==> src/rtl/mlp_classifier.sv <==
// mlp_classifier
// Fixed-weight two-layer integer perceptron. Seven 4-bit unsigned features
// feed three ReLU hidden neurons and three linear output neurons. The index
// of the largest output neuron (lowest index wins ties) is registered once.
//
// Ports:
//   clk       in   1   rising-edge clock
//   rst_n     in   1   synchronous active-low reset
//   in_valid  in   1   inp carries a sample to classify this cycle
//   inp       in   28  packed features, x_i = inp[4i+3:4i], i = 0..6
//   out       out  2   registered class index, 0..2
//   out_valid out  1   out was updated on the last edge
module mlp_classifier #(
  parameter int NUM_A    = 7,
  parameter int WIDTH_A  = 4,
  parameter int OUTWIDTH = 2
) (
  input  logic                       clk,
  input  logic                       rst_n,
  input  logic                       in_valid,
  input  logic [NUM_A*WIDTH_A-1:0]   inp,
  output logic [OUTWIDTH-1:0]        out,
  output logic                       out_valid
);

  // Clamp a hidden-layer accumulator to the 8-bit unsigned range.
  // Negative values are the ReLU zero; values above 255 cannot occur with
  // these weights, but saturating keeps every accumulator bit meaningful.
  function automatic logic [7:0] relu8(input logic signed [10:0] v);
    logic [7:0] r;
    if (v[10]) begin
      r = 8'd0;
    end else if (|v[9:8]) begin
      r = 8'hFF;
    end else begin
      r = v[7:0];
    end
    return r;
  endfunction

  logic signed [10:0] x_s [7];
  logic signed [10:0] acc0_s, acc1_s, acc2_s;
  logic        [7:0]  h0_s, h1_s, h2_s;
  logic signed [11:0] hw0_s, hw1_s, hw2_s;
  logic signed [11:0] o0_s, o1_s, o2_s;
  logic        [OUTWIDTH-1:0] class_s;
  logic        [OUTWIDTH-1:0] out_r;
  logic                       out_valid_r;

  // Zero-extend each 4-bit feature into a signed accumulator-width operand.
  always_comb begin
    for (int i = 0; i < 7; i++) begin
      x_s[i] = {7'd0, inp[WIDTH_A*i +: WIDTH_A]};
    end
  end

  // Hidden layer: constant weights realised as shifts and adds.
  always_comb begin
    // W1[0] = ( 2, -1,  0,  3, -2,  1,  0), b = -4
    acc0_s = (x_s[0] <<< 1) - x_s[1] + ((x_s[3] <<< 1) + x_s[3])
           - (x_s[4] <<< 1) + x_s[5] - 11'sd4;
    // W1[1] = (-1,  2,  1,  0,  1, -3,  2), b = +2
    acc1_s = (x_s[1] <<< 1) - x_s[0] + x_s[2] + x_s[4]
           - ((x_s[5] <<< 1) + x_s[5]) + (x_s[6] <<< 1) + 11'sd2;
    // W1[2] = ( 0,  1, -2,  1,  3,  0, -1), b = -1
    acc2_s = x_s[1] - (x_s[2] <<< 1) + x_s[3]
           + ((x_s[4] <<< 1) + x_s[4]) - x_s[6] - 11'sd1;
    h0_s = relu8(acc0_s);
    h1_s = relu8(acc1_s);
    h2_s = relu8(acc2_s);
  end

  // Output layer: linear combination of hidden activations, no activation.
  always_comb begin
    hw0_s = {4'd0, h0_s};
    hw1_s = {4'd0, h1_s};
    hw2_s = {4'd0, h2_s};
    o0_s  = hw0_s - hw1_s + (hw2_s <<< 1);
    o1_s  = (hw1_s <<< 1) - hw0_s - hw2_s + 12'sd5;
    o2_s  = hw0_s + hw1_s - (hw2_s <<< 1) - 12'sd3;
  end

  // Argmax with ties going to the lower index; index 3 is never produced.
  always_comb begin
    if ((o0_s >= o1_s) && (o0_s >= o2_s)) begin
      class_s = 2'd0;
    end else if (o1_s >= o2_s) begin
      class_s = 2'd1;
    end else begin
      class_s = 2'd2;
    end
  end

  // Result register: capture the class on valid samples, hold otherwise.
  always_ff @(posedge clk) begin
    if (!rst_n) begin
      out_r       <= 2'd0;
      out_valid_r <= 1'b0;
    end else if (in_valid) begin
      out_r       <= class_s;
      out_valid_r <= 1'b1;
    end else begin
      out_r       <= out_r;
      out_valid_r <= 1'b0;
    end
  end

  assign out       = out_r;
  assign out_valid = out_valid_r;

endmodule

==> config.mk <==
export PLATFORM = sky130hd
export DESIGN_NAME = mlp_classifier
export DESIGN_NICKNAME = d
export VERILOG_FILES = /design/src/rtl/mlp_classifier.sv
export SDC_FILE = /design/constraint.sdc
export NUM_CORES = 1
export LEC_CHECK = 0
export CAP_MARGIN = 0
export CORE_ASPECT_RATIO = 0.9
export CORE_MARGIN = 3
export CORE_UTILIZATION = 60
export CTS_CLUSTER_SIZE = 24
export DETAILED_ROUTE_END_ITERATION = 10
export GPL_ROUTABILITY_DRIVEN = 0
export HOLD_SLACK_MARGIN = 0.15
export PLACE_DENSITY = 0.8
export RECOVER_POWER = 25
export SYNTH_ARGS = -nofsm -noshare
export SYNTH_HDL_FRONTEND = slang
export SYNTH_SLANG_ARGS = --single-unit
==> constraint.sdc <==
create_clock -name clk -period 16.9 [get_ports clk]
set_clock_uncertainty 0.05 [all_clocks]
set_input_delay 2.535 -clock clk [delete_from_list [all_inputs] [get_ports clk]]
set_output_delay 2.535 -clock clk [all_outputs]
set_load 0.02 [all_outputs]
==> results of run 1 <==
## layer usage
metal,track usage,share of wire
met5,0,0
met3,0.0422,0.051
met1,0.368,0.48
met2,0.433,0.46
met4,0.0350,0.0088
## worst min-delay path by stage
stage	cells past startpoint	slack, ns	from	to
global route	2	0.44	out[0]$_SDFFE_PN0P_	out[0]$_SDFFE_PN0P_
CTS	2	0.42	out[0]$_SDFFE_PN0P_	out[0]$_SDFFE_PN0P_
detailed placement	2	0.39	out[0]$_SDFFE_PN0P_	out[0]$_SDFFE_PN0P_
finish	2	0.42	out[0]$_SDFFE_PN0P_	out[0]$_SDFFE_PN0P_
global placement	2	0.39	out[0]$_SDFFE_PN0P_	out[0]$_SDFFE_PN0P_
floorplan	2	0.48	out[0]$_SDFFE_PN0P_	out[0]$_SDFFE_PN0P_
## per-stage QoR
step / std cells / area [um2] / hold WS (ns)
floorplan: 723 / 5860 / 0.475
global placement: 877 / 6340 / 0.391
detailed placement: 877 / 6340 / 0.393
CTS: 881 / 6380 / 0.424
global route: 881 / 6380 / 0.442
finish: 881 / 6380 / 0.420
## area by class of cell
cell class	count	area [um2]
flip-flops and latches	3	60.1
multi-input cells	554	5180
inverters	165	619
fillers	802	2910
clock buffers	4	45.0
repair buffers	33	330
well taps	122	153
## registers in the layout (all words and copies together), names as in the netlist
signal	count
out_valid	1
out	2
## cells in the final DEF (no fill, tap or decap), types with 3 or more instances in the layout
master and count:
a211o_1 4, a211oi_1 6, a21o_1 29, a21oi_1 49, a31oi_1 3, and2_1 4, clkbuf_8 3, clkdlybuf4s50_1 33
dfxtp_1 3, fa_1 46, ha_1 147, inv_1 165, maj3_1 3, nand2_1 14, nand2b_1 16, nand3_1 6
nor2_1 34, nor2b_1 14, nor3_1 11, o21a_1 7, o21ai_0 36, o21ai_1 5, o21bai_1 4, or2_2 5
or3_1 3, xnor2_1 46, xor2_1 21
## critical path: cells and delay by family
| family | cells | cell delay, ns |
|---|---|---|
| adder cells (fa/ha/maj) | 13 | 5.26 |
| AND/OR/NAND/NOR | 4 | 0.47 |
| AO/OA/AOI/OAI | 9 | 1.90 |
| buffers and inverters | 7 | 0.97 |
| XOR/XNOR | 2 | 0.42 |
## cells by family after synthesis
logic type / share of synthesized area
AOI/OAI and AO/OA: 0.194
DFF: 0.0103
adders and majority gates: 0.480
and+or+nand+nor: 0.109
buffers and inverters: 0.106
xor gates and xnor gates: 0.100
==> run_results.csv, run 1 <==
group,metric,value,unit
layout,drive_gt1_frac,0.0277,
route,drtAntennaViolNets,0,
floorplan,core_area,9290,um2
sta,finalSetupTns,0,ns
route,dr.pass1.iters,5,
clock_network,clk_pin_slew,0.03,ns
synthesis,ys.flop_type,"dfxtp_1",
sta,fin_crit_sh,0.681,
floorplan,dieArea,11000,um2
sta,maxSlewViolCount,0,
synthesis,yosysSeqAreaShare,0.0102,
layout,antenna_cells,0,
floorplan,die_h,99.8,um
floorplan,dieWidth,110,um
synthesis,ys.warnings.count,0,
synthesis,yosysTopAreaCell,"ha_1",
setup_path,r2r-end,"out[1]$_SDFFE_PN0P_",
setup_path,crit_path_end,"out[1]$_SDFFE_PN0P_",
synthesis,yosysTopAreaCellShare,0.314,
sta,setup_viol_count_final,0,
setup_path,cp_max_fo,4,
clock_network,clock_latency,0.22,ns
sta,grt_setup_unrepaired,"false",
global_route,grt_max_degree,10,
synthesis,synth.distinct_cells,56,
clock_network,clock-sinks,3,
route,vias,4998,
min_path,hold_path.class,"reg2reg",
run_status,status,"completed",
setup_path,worst_ep_required_time,16.97,ns
route,avgViaCountPerCell,5.67,
setup_path,slowest_delay,0.54,ns
setup_path,cp.arrival,11.58,ns
sta,final_hold_viol_count,0,
synthesis,ys_seq_elements,3,
synthesis,avgSynthCellArea,8.10,um2
placement,hpwl,12.1,mm
setup_path,reg2reg_from,"out[1]$_SDFFE_PN0P_",
layout,nNetsFinal,984,
setup_path,timing_worst_setup_path_type,"in2reg",
synthesis,async_reset_ff_frac,0,
synthesis,synth_top_cells_by_count,"inv_1, ha_1, a21oi_1, fa_1, xnor2_1",
synthesis,synth_top_cells_by_area,"ha_1, fa_1, inv_1",
clock_network,cts_buffer_depth,2,
placement,place_ws,5.32,ns
sta,finalWorstSetupSlack,5.39,ns
global_route,grt_pass1_wl,23.4,mm
layout,final_util,0.687,
sta,worstMarginPinSlew,0.814,ns
synthesis,synth_edf_count,0,
route,drt_iter0_drc,208,
layout,area.growth.synth_to_final,8.95,%
clock_network,cts_tree,"yes",
run,drv_cap,0,
sta,max_slew_margin,0.452,
clock_network,htreeDepth,1,
setup_path,rr_worst_depth,1,
synthesis,syn_area,5860,um2
synthesis,synth.most_common_cell,"inv_1",
synthesis,synthCells,723,
clock_network,cts_resized,0,
synthesis,syn_nets,947,
route,wire_per_inst,15.3,um
setup_path,crit_path_frequent_cell,"fa_1",
floorplan,initial_utilization,0.631,
global_route,grt_pass1_vias,5176,
placement,port-buffer-count,33,
global_route,grt_overflow,0,
sta,fmax,0.0868,GHz
clock_network,root_buffer,"clkbuf_8",
clock_network,cts_setup_buffers,0,
floorplan,io_pins,34,
clock_network,postCtsHoldBufs,0,
global_route,grtUsageTotal,0.262,
setup_path,crit_path_start,"inp[20]",
route,drt-total-wl,13.5,mm
setup_path,ff2ff_setup_slack,16.24,ns
sta,post-route-min-period,11.51,ns
route,drc,0,
clock_network,cts_buffers,3,
setup_path,end_kind,"register",
floorplan,rows,33,
setup_path,cp_slowest_cell,"fa_1",
setup_path,start_kind,"input port",
global_route,antenna_found_initial,0,
Power of run 1 is left out: the tool's default activity adds up to more than one toggle a clock period on the data nets, which glitch-free logic cannot reach.
==> run 2, diff against run 1 <==
Clock period 16.9 ns to 11.75 ns, I/O delays scaled along.
==> run 2 against run 1 <==
Against the previous run: cell area unchanged; sequential share of layout area is the same; global-route usage about the same; final cell count stayed put; first-iteration DRC count rose by 68%; die area unchanged; worst setup slack worse by 4.3 ns; largest cell class unchanged.
==> run_results.csv, run 2 (synthesis results as in run 1) <==
group,metric,value,unit
run_status,status,"completed",
route,dr.pass1.iters,5,
clock_network,postCtsHoldBufs,0,
floorplan,die_h,99.8,um
route,drtAntennaViolNets,0,
clock_network,cts_setup_buffers,0,
layout,area.growth.synth_to_final,8.95,%
setup_path,slowest_delay,0.54,ns
placement,port-buffer-count,33,
global_route,antenna_found_initial,0,
clock_network,root_buffer,"clkbuf_8",
clock_network,htreeDepth,1,
floorplan,core_area,9290,um2
layout,final_util,0.687,
sta,finalWorstSetupSlack,1.06,ns
floorplan,dieArea,11000,um2
placement,place_ws,0.950,ns
sta,fmax,0.0935,GHz
route,avgViaCountPerCell,5.67,
global_route,grtUsageTotal,0.262,
sta,fin_crit_sh,0.910,
setup_path,worst_ep_required_time,11.81,ns
setup_path,cp_max_fo,4,
run,drv_cap,0,
sta,max_slew_margin,0.478,
global_route,grt_pass1_wl,23.6,mm
sta,maxSlewViolCount,0,
route,wire_per_inst,15.3,um
sta,setup_viol_count_final,0,
placement,placed_cells,877,
setup_path,cp.arrival,10.75,ns
setup_path,cp_slowest_cell,"clkdlybuf4s50_1",
setup_path,timing_worst_setup_path_type,"in2reg",
setup_path,cpLargestDelayFamily,"adder cells",
sta,worstMarginPinSlew,0.775,ns
placement,hpwl,12.0,mm
layout,fin_cells,881,
route,vias,4994,
route,drc,0,
sta,grt_setup_unrepaired,"false",
setup_path,end_kind,"register",
sta,post-route-min-period,10.69,ns
floorplan,rows,33,
setup_path,start_kind,"input port",
layout,antenna_cells,0,
route,drt_iter0_drc,350,
global_route,grt_overflow,0,
layout,layout_commonest_cell,"inv_1",
layout,nNetsFinal,984,
layout,final_cell_mix,"inv_1, ha_1, a21oi_1, xnor2_1, fa_1",
setup_path,critPathBufInv,7,
layout,largest_reg_flops,2,
clock_network,clock_latency,0.22,ns
clock_network,cts_resized,0,
clock_network,clk_pin_slew,0.03,ns
floorplan,dieWidth,110,um
min_path,hold_path.class,"reg2reg",
floorplan,io_pins,34,
clock_network,cts_buffers,3,
route,drt-total-wl,13.5,mm
floorplan,initial_utilization,0.631,
clock_network,cts_tree,"yes",
global_route,grt_pass1_vias,5220,
setup_path,crit_path_frequent_cell,"fa_1",
sta,finalSetupTns,0,ns
layout,drive_gt1_frac,0.0277,
global_route,grt_max_degree,10,
clock_network,cts_buffer_depth,2,
clock_network,clock-sinks,3,
sta,final_hold_viol_count,0,
==> run 2: final timing paths <==
path,startpoint,end,slack [ns],cells after the start
worst min-delay path,out[0]$_SDFFE_PN0P_,out[0]$_SDFFE_PN0P_,0.40,2
worst max register to register,out[1]$_SDFFE_PN0P_,out[1]$_SDFFE_PN0P_,11.09,1
worst min register to register,out[0]$_SDFFE_PN0P_,out[0]$_SDFFE_PN0P_,0.40,2
worst max-delay path,inp[20],out[1]$_SDFFE_PN0P_,1.06,35
==> run 2: tightest hold or removal path: stages (launching register included) <==
cell	delay, ns
dfxtp_1	0.30
nand2_1	0.05
o21ai_1	0.05
==> run 2: cell type report <==
type / instances / area [um2]
timing repair buffer: 33 / 330
inverter: 165 / 619
fill: 768 / 2910
multi-input combinational: 554 / 5180
clock buffer: 4 / 45.0
sequential: 3 / 60.1
tap: 122 / 153
==> run 2: metrics by stage <==
stage	area (um2)	hold WS, ns
2_1_floorplan	5860	0.475
6_report	6380	0.396
3_5_place_dp	6340	0.393
3_3_place_gp	6340	0.391
4_1_cts	6380	0.397
5_1_grt	6380	0.420
==> run 2: routing by layer <==
metal | vias up | global-route usage | share of wire
li1 | 2487 | - | -
met5 | - | 0 | 0
met3 | 4 | 0.0286 | 0.059
met2 | 111 | 0.444 | 0.46
met4 | 0 | 0.0170 | 0.0020
met1 | 2392 | 0.376 | 0.48
Power of run 2 is left out for the same reason.
==> run 3, diff against run 2 <==
Settings changed: RECOVER_POWER 25 to default.
==> run 3 against run 2 <==
Against the previous run: register-to-register slack is essentially flat; critical path depth is the same; core utilization is the same; worst hold slack is essentially flat; die area is the same; flip-flop and latch count is the same; largest cell class unchanged; via count grew 0.16%; routed wire length is essentially flat; maximum frequency is the same.
==> run_results.csv, run 3 (synthesis results as in run 1) <==
group,metric,value,unit
run_status,status,"completed",
route,drc,0,
setup_path,cp_slowest_cell,"clkdlybuf4s50_1",
layout,antenna_cells,0,
global_route,grt_max_degree,10,
clock_network,htreeDepth,1,
global_route,antenna_found_initial,0,
layout,area.growth.synth_to_final,8.95,%
route,dr.pass1.iters,5,
setup_path,cpLargestDelayFamily,"adder cells",
setup_path,start_kind,"input port",
clock_network,cts_resized,0,
floorplan,dieWidth,110,um
clock_network,clock-sinks,3,
sta,max_slew_margin,0.479,
run,drv_cap,0,
route,drtAntennaViolNets,0,
min_path,hold_path.class,"reg2reg",
sta,final_hold_viol_count,0,
floorplan,dieArea,11000,um2
setup_path,cp_max_fo,4,
layout,fill_cells,768,
setup_path,timing_worst_setup_path_type,"in2reg",
layout,final_cell_mix,"inv_1, ha_1, a21oi_1, xnor2_1, fa_1",
clock_network,postCtsHoldBufs,0,
setup_path,critPathBufInv,7,
global_route,grtUsageTotal,0.262,
clock_network,cts_tree,"yes",
route,drt_iter0_drc,350,
route,drt-total-wl,13.5,mm
route,wire_per_inst,15.3,um
floorplan,core_area,9290,um2
global_route,grt_pass1_wl,23.6,mm
layout,drive_gt1_frac,0.0277,
floorplan,rows,33,
setup_path,crit_path_frequent_cell,"fa_1",
clock_network,clk_pin_slew,0.03,ns
floorplan,initial_utilization,0.631,
route,avgViaCountPerCell,5.68,
sta,setup_viol_count_final,0,
sta,grt_setup_unrepaired,"false",
setup_path,worst_ep_required_time,11.81,ns
clock_network,cts_buffer_depth,2,
setup_path,cp.arrival,10.75,ns
route,vias,5002,
placement,hpwl,12.0,mm
setup_path,slowest_delay,0.54,ns
clock_network,root_buffer,"clkbuf_8",
layout,nNetsFinal,984,
layout,largest_reg_flops,2,
sta,maxSlewViolCount,0,
sta,post-route-min-period,10.69,ns
floorplan,io_pins,34,
sta,fin_crit_sh,0.910,
layout,ff_latch_area,60.1,um2
global_route,grt_pass1_vias,5220,
global_route,grt_overflow,0,
layout,layout_commonest_cell,"inv_1",
sta,fmax,0.0935,GHz
layout,multiInputGateArea,5180,um2
floorplan,die_h,99.8,um
clock_network,cts_setup_buffers,0,
sta,worstMarginPinSlew,0.774,ns
clock_network,cts_buffers,3,
placement,port-buffer-count,33,
clock_network,clock_latency,0.22,ns
setup_path,end_kind,"register",
sta,finalSetupTns,0,ns
run 3: per-stage QoR:
stage          instance area [um2]  instances  hold WS [ns]   util  setup slack [ns]
2_1_floorplan                 5860        723         0.475      -              2.29
5_1_grt                       6380        881         0.420  0.687             0.505
4_1_cts                       6380        881         0.397  0.687              1.14
3_5_place_dp                  6340        877         0.393  0.682             0.950
3_3_place_gp                  6340        877         0.391  0.682              1.11
6_report                      6380        881         0.396  0.687              1.06
run 3: path summary, 6_finish.rpt:
path                                           from                  end  slack [ns]  cells past startpoint
worst min-delay path            out[0]$_SDFFE_PN0P_  out[0]$_SDFFE_PN0P_        0.40                      2
worst max register to register  out[1]$_SDFFE_PN0P_  out[1]$_SDFFE_PN0P_       11.09                      1
worst min register to register  out[0]$_SDFFE_PN0P_  out[0]$_SDFFE_PN0P_        0.40                      2
worst max-delay path                        inp[20]  out[1]$_SDFFE_PN0P_        1.06                     35
run 3: final cells by class:
type                       count  share of cell area
inverter                     165              0.0970
clock buffer                   4             0.00706
tap                          122              0.0239
sequential                     3             0.00941
multi-input combinational    554               0.811
timing repair buffer          33              0.0517
run 3: per-layer routing:
layer | vias to the layer above | routed length (um) | global-route usage
met1 | 2396 | 6440 | 0.376
li1 | 2487 | - | -
met2 | 115 | 6230 | 0.444
met3 | 4 | 818 | 0.0286
met4 | 0 | 27 | 0.0170
met5 | - | 0 | 0
Power of run 3 is left out for the same reason.
